**src/rtl/sram_port_arbiter.sv**
```systemverilog
// Two-master Avalon-MM arbiter in front of a single-port, one-cycle-latency SRAM.
// Define SRAM_ARB_RR_EN for round-robin arbitration; otherwise m0 has fixed priority.
module sram_port_arbiter #(
  parameter int unsigned ADDR_W   = 17,
  parameter int unsigned DATA_W   = 32,
  parameter int unsigned MAX_HOLD = 8
) (
  input  logic                clk,
  input  logic                reset,
  input  logic [ADDR_W-1:0]   m0_address,
  input  logic [DATA_W/8-1:0] m0_byteenable,
  input  logic                m0_read,
  input  logic                m0_write,
  input  logic [DATA_W-1:0]   m0_writedata,
  output logic                m0_waitrequest,
  output logic [DATA_W-1:0]   m0_readdata,
  output logic                m0_readdatavalid,
  input  logic [ADDR_W-1:0]   m1_address,
  input  logic [DATA_W/8-1:0] m1_byteenable,
  input  logic                m1_read,
  input  logic                m1_write,
  input  logic [DATA_W-1:0]   m1_writedata,
  output logic                m1_waitrequest,
  output logic [DATA_W-1:0]   m1_readdata,
  output logic                m1_readdatavalid,
  output logic [ADDR_W-1:0]   sram_address,
  output logic [DATA_W/8-1:0] sram_byteenable,
  output logic                sram_chipselect,
  output logic                sram_write,
  output logic [DATA_W-1:0]   sram_writedata,
  output logic                sram_clken,
  input  logic [DATA_W-1:0]   sram_readdata
);

  typedef enum logic [1:0] {OWN_NONE, OWN_M0, OWN_M1} owner_t;

  owner_t     owner, owner_next;
  logic [7:0] hold_cnt;
  logic       req0, req1, acc0, acc1, accept;
  logic       sel_read, sel_write, hold_ok, pick_m1;
  logic       rd_pend, rd_tag;

  assign req0   = m0_read | m0_write;
  assign req1   = m1_read | m1_write;
  // Grants are masked during reset so no SRAM access happens in the reset cycle.
  assign acc0   = !reset && (owner == OWN_M0) && req0;
  assign acc1   = !reset && (owner == OWN_M1) && req1;
  assign accept = acc0 | acc1;

  assign m0_waitrequest = reset || (owner != OWN_M0);
  assign m1_waitrequest = reset || (owner != OWN_M1);

  always_comb begin
    sram_address    = m0_address;
    sram_byteenable = m0_byteenable;
    sram_writedata  = m0_writedata;
    sel_read        = m0_read;
    sel_write       = m0_write;
    if (owner == OWN_M1) begin
      sram_address    = m1_address;
      sram_byteenable = m1_byteenable;
      sram_writedata  = m1_writedata;
      sel_read        = m1_read;
      sel_write       = m1_write;
    end
  end

  assign sram_chipselect = accept;
  assign sram_write      = accept & sel_write;
  assign sram_clken      = 1'b1;

  assign m0_readdata      = sram_readdata;
  assign m1_readdata      = sram_readdata;
  assign m0_readdatavalid = rd_pend && !rd_tag && !reset;
  assign m1_readdatavalid = rd_pend &&  rd_tag && !reset;

`ifdef SRAM_ARB_RR_EN
  owner_t last_owner;
  assign pick_m1 = (last_owner == OWN_M0);
`else
  assign pick_m1 = 1'b0;
`endif

  always_comb begin
    owner_next = OWN_NONE;
    hold_ok    = ({1'b0, hold_cnt} + {8'd0, accept}) < 9'(MAX_HOLD);
    unique case (owner)
      OWN_M0: begin
        if (req0 && (!req1 || hold_ok)) owner_next = OWN_M0;
        else if (req1)                  owner_next = OWN_M1;
      end
      OWN_M1: begin
        if (req1 && (!req0 || hold_ok)) owner_next = OWN_M1;
        else if (req0)                  owner_next = OWN_M0;
      end
      default: begin
        if (req0 && req1) owner_next = pick_m1 ? OWN_M1 : OWN_M0;
        else if (req0)    owner_next = OWN_M0;
        else if (req1)    owner_next = OWN_M1;
      end
    endcase
  end

  always_ff @(posedge clk) begin
    if (reset) begin
      owner    <= OWN_NONE;
      hold_cnt <= '0;
      rd_pend  <= 1'b0;
      rd_tag   <= 1'b0;
    end else begin
      owner <= owner_next;
      // Saturate rather than wrap so an uncontended owner cannot regain a fresh quota.
      if (owner_next != owner)
        hold_cnt <= '0;
      else if (accept && (hold_cnt != '1))
        hold_cnt <= hold_cnt + 8'd1;
      rd_pend <= accept & sel_read & ~sel_write;
      rd_tag  <= (owner == OWN_M1);
    end
  end

`ifdef SRAM_ARB_RR_EN
  always_ff @(posedge clk) begin
    if (reset)
      last_owner <= OWN_M1;
    else if (owner_next != OWN_NONE)
      last_owner <= owner_next;
  end
`endif

endmodule
```
**config.mk**
```make
export PLATFORM = sky130hd
export DESIGN_NAME = sram_port_arbiter
export DESIGN_NICKNAME = d
export VERILOG_FILES = /design/src/rtl/sram_port_arbiter.sv
export SDC_FILE = /design/constraint.sdc
export NUM_CORES = 1
export LEC_CHECK = 0
export ABC_AREA = 1
export ABC_CLOCK_PERIOD_IN_PS = 1850
export BUFFER_PORTS_ARGS = -buffer_cell sky130_fd_sc_hd__buf_4
export CORE_AREA = 2 2 105 107
export CTS_BUF_LIST = sky130_fd_sc_hd__clkbuf_8
export CTS_CLUSTER_DIAMETER = 30
export DETAILED_ROUTE_END_ITERATION = 6
export DIE_AREA = 0 0 107 109
export PLACE_DENSITY_LB_ADDON = 0.08
export SYNTH_ARGS = -nofsm -noshare
export SYNTH_HDL_FRONTEND = slang
export SYNTH_SLANG_ARGS = --single-unit
```
**constraint.sdc**
```tcl
create_clock -name clk -period 1.85 [get_ports clk]
set_input_delay 0.37 -clock clk [delete_from_list [all_inputs] [get_ports clk]]
set_output_delay 0.37 -clock clk [all_outputs]
set_load 0.1 [all_outputs]
```
==> results of run 1 <==
==> synth_stat cells <==
library cell	number	area share, %
nor4_1	1	0.32
nand3_4	1	0.89
nand3b_1	1	0.38
inv_2	2	0.38
buf_4	65	25
nand3_1	9	2.3
nand2_2	3	0.95
nor3_2	8	4.1
ha_1	3	1.9
nor3_1	4	1.0
dfxtp_1	12	12
nand4_1	1	0.32
inv_1	24	4.6
a21oi_1	4	1.0
conb_1	1	0.19
o21ai_0	2	0.51
clkbuf_1	11	2.1
nor2_1	12	2.3
nand2_4	2	1.1
nor2_4	1	0.57
nand2_1	187	36
xor2_1	6	2.7
==> timing repair <==
| item | 4_1_cts | 5_1_grt |
|---|---|---|
| gates cloned | 5 | 5 |
| resized for setup | 191 | 92 |
| pin swaps | 3 | 12 |
| setup buffers | 8 | 7 |
| endpoints found under the hold margin | 0 | 0 |
| endpoints found under the setup margin | 63 | 64 |
==> worst max-delay path, delay by kind of cell, from the launching register on <==
kind          cells  cell delay (ps)
buf+inv           5              610
flops             1              380
simple gates      2              150
fa+ha+maj         1              190
==> metrics by stage <==
step                power (mW)  hold slack [ps]  cells  cell area [um^2]  setup WS, ps
CTS                       2.63              470    628              4490         -63.5
detailed placement        1.97              537    612              3500         -64.2
global route              2.86              490    638              4930          -221
floorplan                 2.15              439    360              2410          -119
finish                    2.76              477    638              4930         -99.7
global placement          1.96              551    612              3500         -19.9
==> area by class of cell <==
cell class / count / area (um^2)
flip-flops and latches: 12 / 248
clock buffers: 3 / 41.3
inverters: 26 / 113
fillers: 1042 / 5680
multi-input cells: 246 / 1820
repair buffers: 211 / 2530
well taps: 140 / 175
==> per-layer routing <==
layer	wire, um	vias up	share of wire [%]
met5	0	-	0
met4	40	0	0.43
met3	844	8	9.0
met2	5140	110	55
met1	3380	1227	36
li1	-	1301	-
==> power by group through the flow <==
| stage | registers (mW) | clock network [mW] | logic [mW] |
|---|---|---|---|
| finish | 0.281 | 0.239 | 2.24 |
| global route | 0.282 | 0.251 | 2.33 |
| CTS | 0.281 | 0.239 | 2.11 |
| detailed placement | 0.281 | 0 | 1.69 |
| global placement | 0.280 | 0 | 1.68 |
| floorplan | 0.279 | 0 | 1.88 |
==> cells by family (layout without fill, tap and decap cells) <==
| family | count (synthesis) | in the layout |
|---|---|---|
| simple gates | 230 | 230 |
| buf+inv | 102 | 240 |
| flops | 12 | 12 |
| compound gates | 6 | 6 |
| xor+xnor | 6 | 6 |
| fa+ha+maj | 3 | 3 |
| other cells | 1 | 1 |
==> state kept, by name, summed over array words and instances, names as in the netlist <==
| signal | flops |
|---|---|
| hold_cnt | 8 |
| owner | 2 |
| rd_pend | 1 |
| rd_tag | 1 |
==> final timing paths <==
kind	slack, ps	cells after the start	end	startpoint
max	-100	8	sram_writedata[24]	owner[0]
min reg2reg	550	4	hold_cnt[7]	hold_cnt[7]
max reg2reg	-90	16	hold_cnt[1]	owner[0]
min	480	3	owner[0]	reset
==> cell usage in the layout (no fill, tap or decap), types with 2 or more instances in the layout <==
master,n
nor2_2,3
nand2_1,72
buf_16,5
a21oi_1,4
nand2_4,72
nor2_4,2
ha_4,2
inv_1,19
inv_2,5
clkbuf_8,3
dfxtp_1,10
nand3_1,5
clkbuf_16,5
buf_6,3
nand2_2,47
nor3_1,4
nand3_2,4
xor2_1,6
buf_12,59
dfxtp_4,2
buf_4,138
nor3_2,8
nor2_1,8
==> results.md, run 1 <==
- CTS tree: done
- CTS sink count: 12
- HPWL Detailed: roughly 6.4 mm
- Post-Syn Area: 1970 um^2
- Clk Latency, worst-skew pair: 240 ps
- Flops & latches, synth: 12
- Sequential element share of the synthesized area: 12.2%
- PnR worst setup slack: -99.7 ps
- Worst-path cell chain: inv_4 > ha_4 > clkinv_8 > buf_8 > clkbuf_16 > nand2_1 > nand2_4 > buf_12
- Global Route met2 Usage: between 20% and 30%
- Fin crit share: 105%
- Largest family of logic cells by synthesized area: simple AND/OR/NAND/NOR gates
- CP Data Required Time: 1480 ps
- Largest net degree at the start of global routing: 14
- Inserted Diodes: 0
- Initial Util: 18.6%
- GR Overflow Total: 0
- RSZ-0062 raised after global routing: true
- Die H: approximately 110 um
- First-pass DRT Iterations: 4
- Mux share of post-synthesis cell area: 0%
- Failing checks: setup timing
- Initial antenna violation count: 0
- Adder-Cell Fraction of Synth Area: 1.90%
- Status: finished, violations left
- Top Usage Layer GRT: met2
- Worst Path Arrival: about 1600 ps
- Simple-Gate Fraction of Synth Area: 49.8%
- Met1 Use GR: 15.5%
- Core footprint: approximately 11000 um^2
- Int Power: 1.29 mW
- Sw Share: 53.4%
- Cell variety after synth: 22
- DR iter-0 viols: 37
- Root Driver: clkbuf_8
- Max Cap Viol: 0
- Area Growth Syn to Fin: 150%
- Final ANT Viol Nets: 0
- Final core occ: a little under half
- Number of H-tree levels: 1
- Remaining DRCs: 0
- CP max stage cell: dfxtp_4
- Leakage power: 2.33 nW
- Hold Vio Cnt, Final: 0
- GRT met3 Usage: about 6%
- First-pass GRT wire length: 13.2 mm
- Vias in the first global route: 2674
- Final net count: 647
- Hold crit path type: primary input to register
- PwrDens: 561 nW/um^2
- Total wire length: about 9.4 mm
- Clk_skew: 5.12 ps
- Io pins: between 200 and 300
- Vias per std cell: 4.15
- Placer Congestion: 0.741
- Peak Freq: 513 MHz
- Synth Area in XOR/XNOR: 2.66%
- Clock network fraction of design power: 8.6%
- Setup TNS: -3900 ps
- Vias: 2646
- CTS max path bufs: 2
- CP Class: register to output pin
- CP endpoint kind: output pin
- Clock transition at path regs: approximately 60 ps
- Worst setup SP type: register
- Critical path peak fanout: 6
- Crit path time final: 1950 ps
- Routed wire length per instance: 14.7 um
- Worst vdd ir: slightly above 0.3 mV
- Number of port buffers: 170
- Comb pwr share: around four fifths
- YS warnings: 0
- Sequential share of power: 10.2%
- Mapped Nets: 507
- CTS Buf Count: 3
- DIE AREA: 11700 um^2
- Share of layout cells above drive strength 1: 73.1%
- Setup violations, final: 64
- Die width: 107 um
- Row count: 38
- Worst path max stage delay: approximately 380 ps
- Fraction of the mapped netlist area in compound gates: 1.52%
- Max-slew violation count: 0
- CTS Hold Bufs: 0
- GRT Total Usage: 14.3%
- Cell count after synthesis: 360
- Syn Area/Cell: around 5.5 um^2
- Sw Pwr: 1.47 mW
(Power assumes the default switching activity.)
==> run 2: changes to the inputs <==
--- a/constraint.sdc
+++ b/constraint.sdc
@@ -3,2 +3,2 @@
 set_output_delay 0.37 -clock clk [all_outputs]
-set_load 0.1 [all_outputs]
+set_load 0.05 [all_outputs]
==> results.md, run 2 (same netlist as run 1, synthesis figures left out) <==
- Status: finished, violations left
- Failing checks: setup timing
- Final net count: roughly 640
- Vias in the first global route: 2367
- CTS max path bufs: 2
- Fin crit share: 102%
- Hold Vio Cnt, Final: 0
- Crit Reg-Reg Startpoint: owner[1]
- GR Overflow Total: 0
- Share of layout cells above drive strength 1: 60.6%
- Die H: 109 um
- Vias: 2503
- Met3 wire length: 733 um
- CP Class: register to output pin
- GRT Total Usage: 13.1%
- Largest register FFs: 8
- Number of H-tree levels: 1
- Number of port buffers: 170
- Met2 wire length: 4.63 mm
- R2r endpoint: hold_cnt[1]
- RSZ-0062 raised after global routing: true
- Biggest regs: hold_cnt: 8 flops, owner: 2 flops
- Initial antenna violation count: 0
- CP endpoint kind: output pin
- Worst Path Arrival: 1520 ps
- CTS sink count: 12
- Vias per std cell: 3.97
- R2r setup slk: -20 ps
- Root Driver: clkbuf_8
- Io pins: 268
- Remaining DRCs: 0
- Area Growth Syn to Fin: 101%
- Core footprint: 10600 um^2
- Worst vdd ir: between 0.15 and 0.2 mV
- Int Power: 1.11 mW
- First-pass DRT Iterations: 4
- PwrDens: 515 nW/um^2
- Total wire length: 8.54 mm
- Hold Path End: owner[0]
- Clock network fraction of design power: roughly 14%
- Post-Place Cells: 611
- Placer Congestion: 0.803
- Max-slew violation count: 0
- CTS tree: done
- First-pass GRT wire length: 11.9 mm
- Setup violations, final: 58
- Clk Latency, worst-skew pair: 240 ps
- Max Cap Viol: 0
- DR iter-0 viols: 56
- HPWL Detailed: 6.69 mm
- Comb pwr share: 72.3%
- Largest Register: hold_cnt
- Sequential share of power: roughly 14%
- Sw Share: 45.4%
- Total power: 2.04 mW
- Met1 WL: 3.11 mm
- CTS Buf Count: 3
- Final ANT Viol Nets: 0
- Leakage power: 2.03 nW
- Critical path peak fanout: 35
- Inserted Diodes: 0
- Hold crit path type: primary input to register
- Most frequent cells in the layout: buf_4, nand2_1, nand2_2
- Row count: 38
- Peak Freq: ~530 MHz
- Highest metal used: met4
- Routed wire length per instance: 13.5 um
- Hold Crit Depth: 2
- Crit path time final: 1890 ps
- Clk_skew: 2.41 ps
- Reg2Reg Depth: 18
- Die width: approximately 110 um
- PnR worst setup slack: -43.7 ps
- Hold Startpoint: reset
- Worst setup SP type: register
- Sw Pwr: about 930 uW
- DIE AREA: 11700 um^2
- Initial Util: a little under a fifth
- Post-Layout Cell Count: 630
- Largest net degree at the start of global routing: 36
- Clock transition at path regs: 50 ps
- Commonest non-fill, non-tap cell in the layout: buf_4
- CP Data Required Time: 1480 ps
## run 2: cell count changes in the layout (fill, tap and decap cells not counted), sizes merged
cell / previous run / this run
buf: 206 / 200
clkbuf: 8 / 6
clkinv: 1 / 0
inv: 25 / 26
## run 2: what timing repair did
item | 4_1_cts | 5_1_grt
buffers inserted | 10 | 2
gates cloned | 0 | 3
pin swaps | 15 | 6
setup endpoints to repair | 63 | 65
gates resized for setup | 137 | 18
hold buffers | 0 | 0
## run 2: metrics by stage
step | TNS [ps] | cell area (um^2) | hold slack [ps] | util, % | setup slack (ps)
after floorplan | -6.14 | 2110 | 439 | - | -6.14
after global placement | -52.1 | 3170 | 551 | 29.9 | -8.59
after detailed placement | -334 | 3170 | 554 | 29.9 | -47.3
after CTS | -1160 | 3810 | 342 | 36.0 | -71.8
after global routing | -6230 | 3960 | 346 | 37.3 | -167
final | -991 | 3960 | 344 | 37.3 | -43.7
## run 2: power by group through the flow
stage,registers [mW],clock network (mW),logic (mW)
after floorplan,0.278,0,1.07
after detailed placement,0.280,0,1.16
after global placement,0.280,0,1.17
final,0.281,0.283,1.47
after global routing,0.282,0.308,1.55
after CTS,0.280,0.296,1.42
## run 2: cell type report
cell class | count | area (um^2)
clock buffers | 4 | 55.1
fillers | 1138 | 6650
inverters | 26 | 110
multi-input cells | 246 | 1340
flip-flops and latches | 12 | 248
well taps | 140 | 175
repair buffers | 202 | 2020
## run 2: how the worst max path moves through the flow
| stage | startpoint | to | slack (ps) |
|---|---|---|---|
| floorplan | owner[0] | sram_write | -6 |
| global placement | owner[1] | hold_cnt[0] | -9 |
| detailed placement | owner[1] | hold_cnt[1] | -50 |
| CTS | owner[0] | hold_cnt[1] | -70 |
| global route | owner[0] | hold_cnt[4] | -170 |
| finish | owner[0] | sram_writedata[15] | -40 |
## run 2: critical path, stage by stage, from the launching register on
cell     delay (ps)
dfxtp_4         360
inv_4            60
ha_4            140
buf_4           170
buf_12          200
nand2_1         110
nand2_2          80
buf_6           150
## run 2: routing by layer
layer | track usage [%] | vias to the layer above
met5 | 0 | -
li1 | - | 1275
met1 | 14.0 | 1105
met3 | 5.08 | 6
met2 | 24.5 | 117
met4 | 2.60 | 0
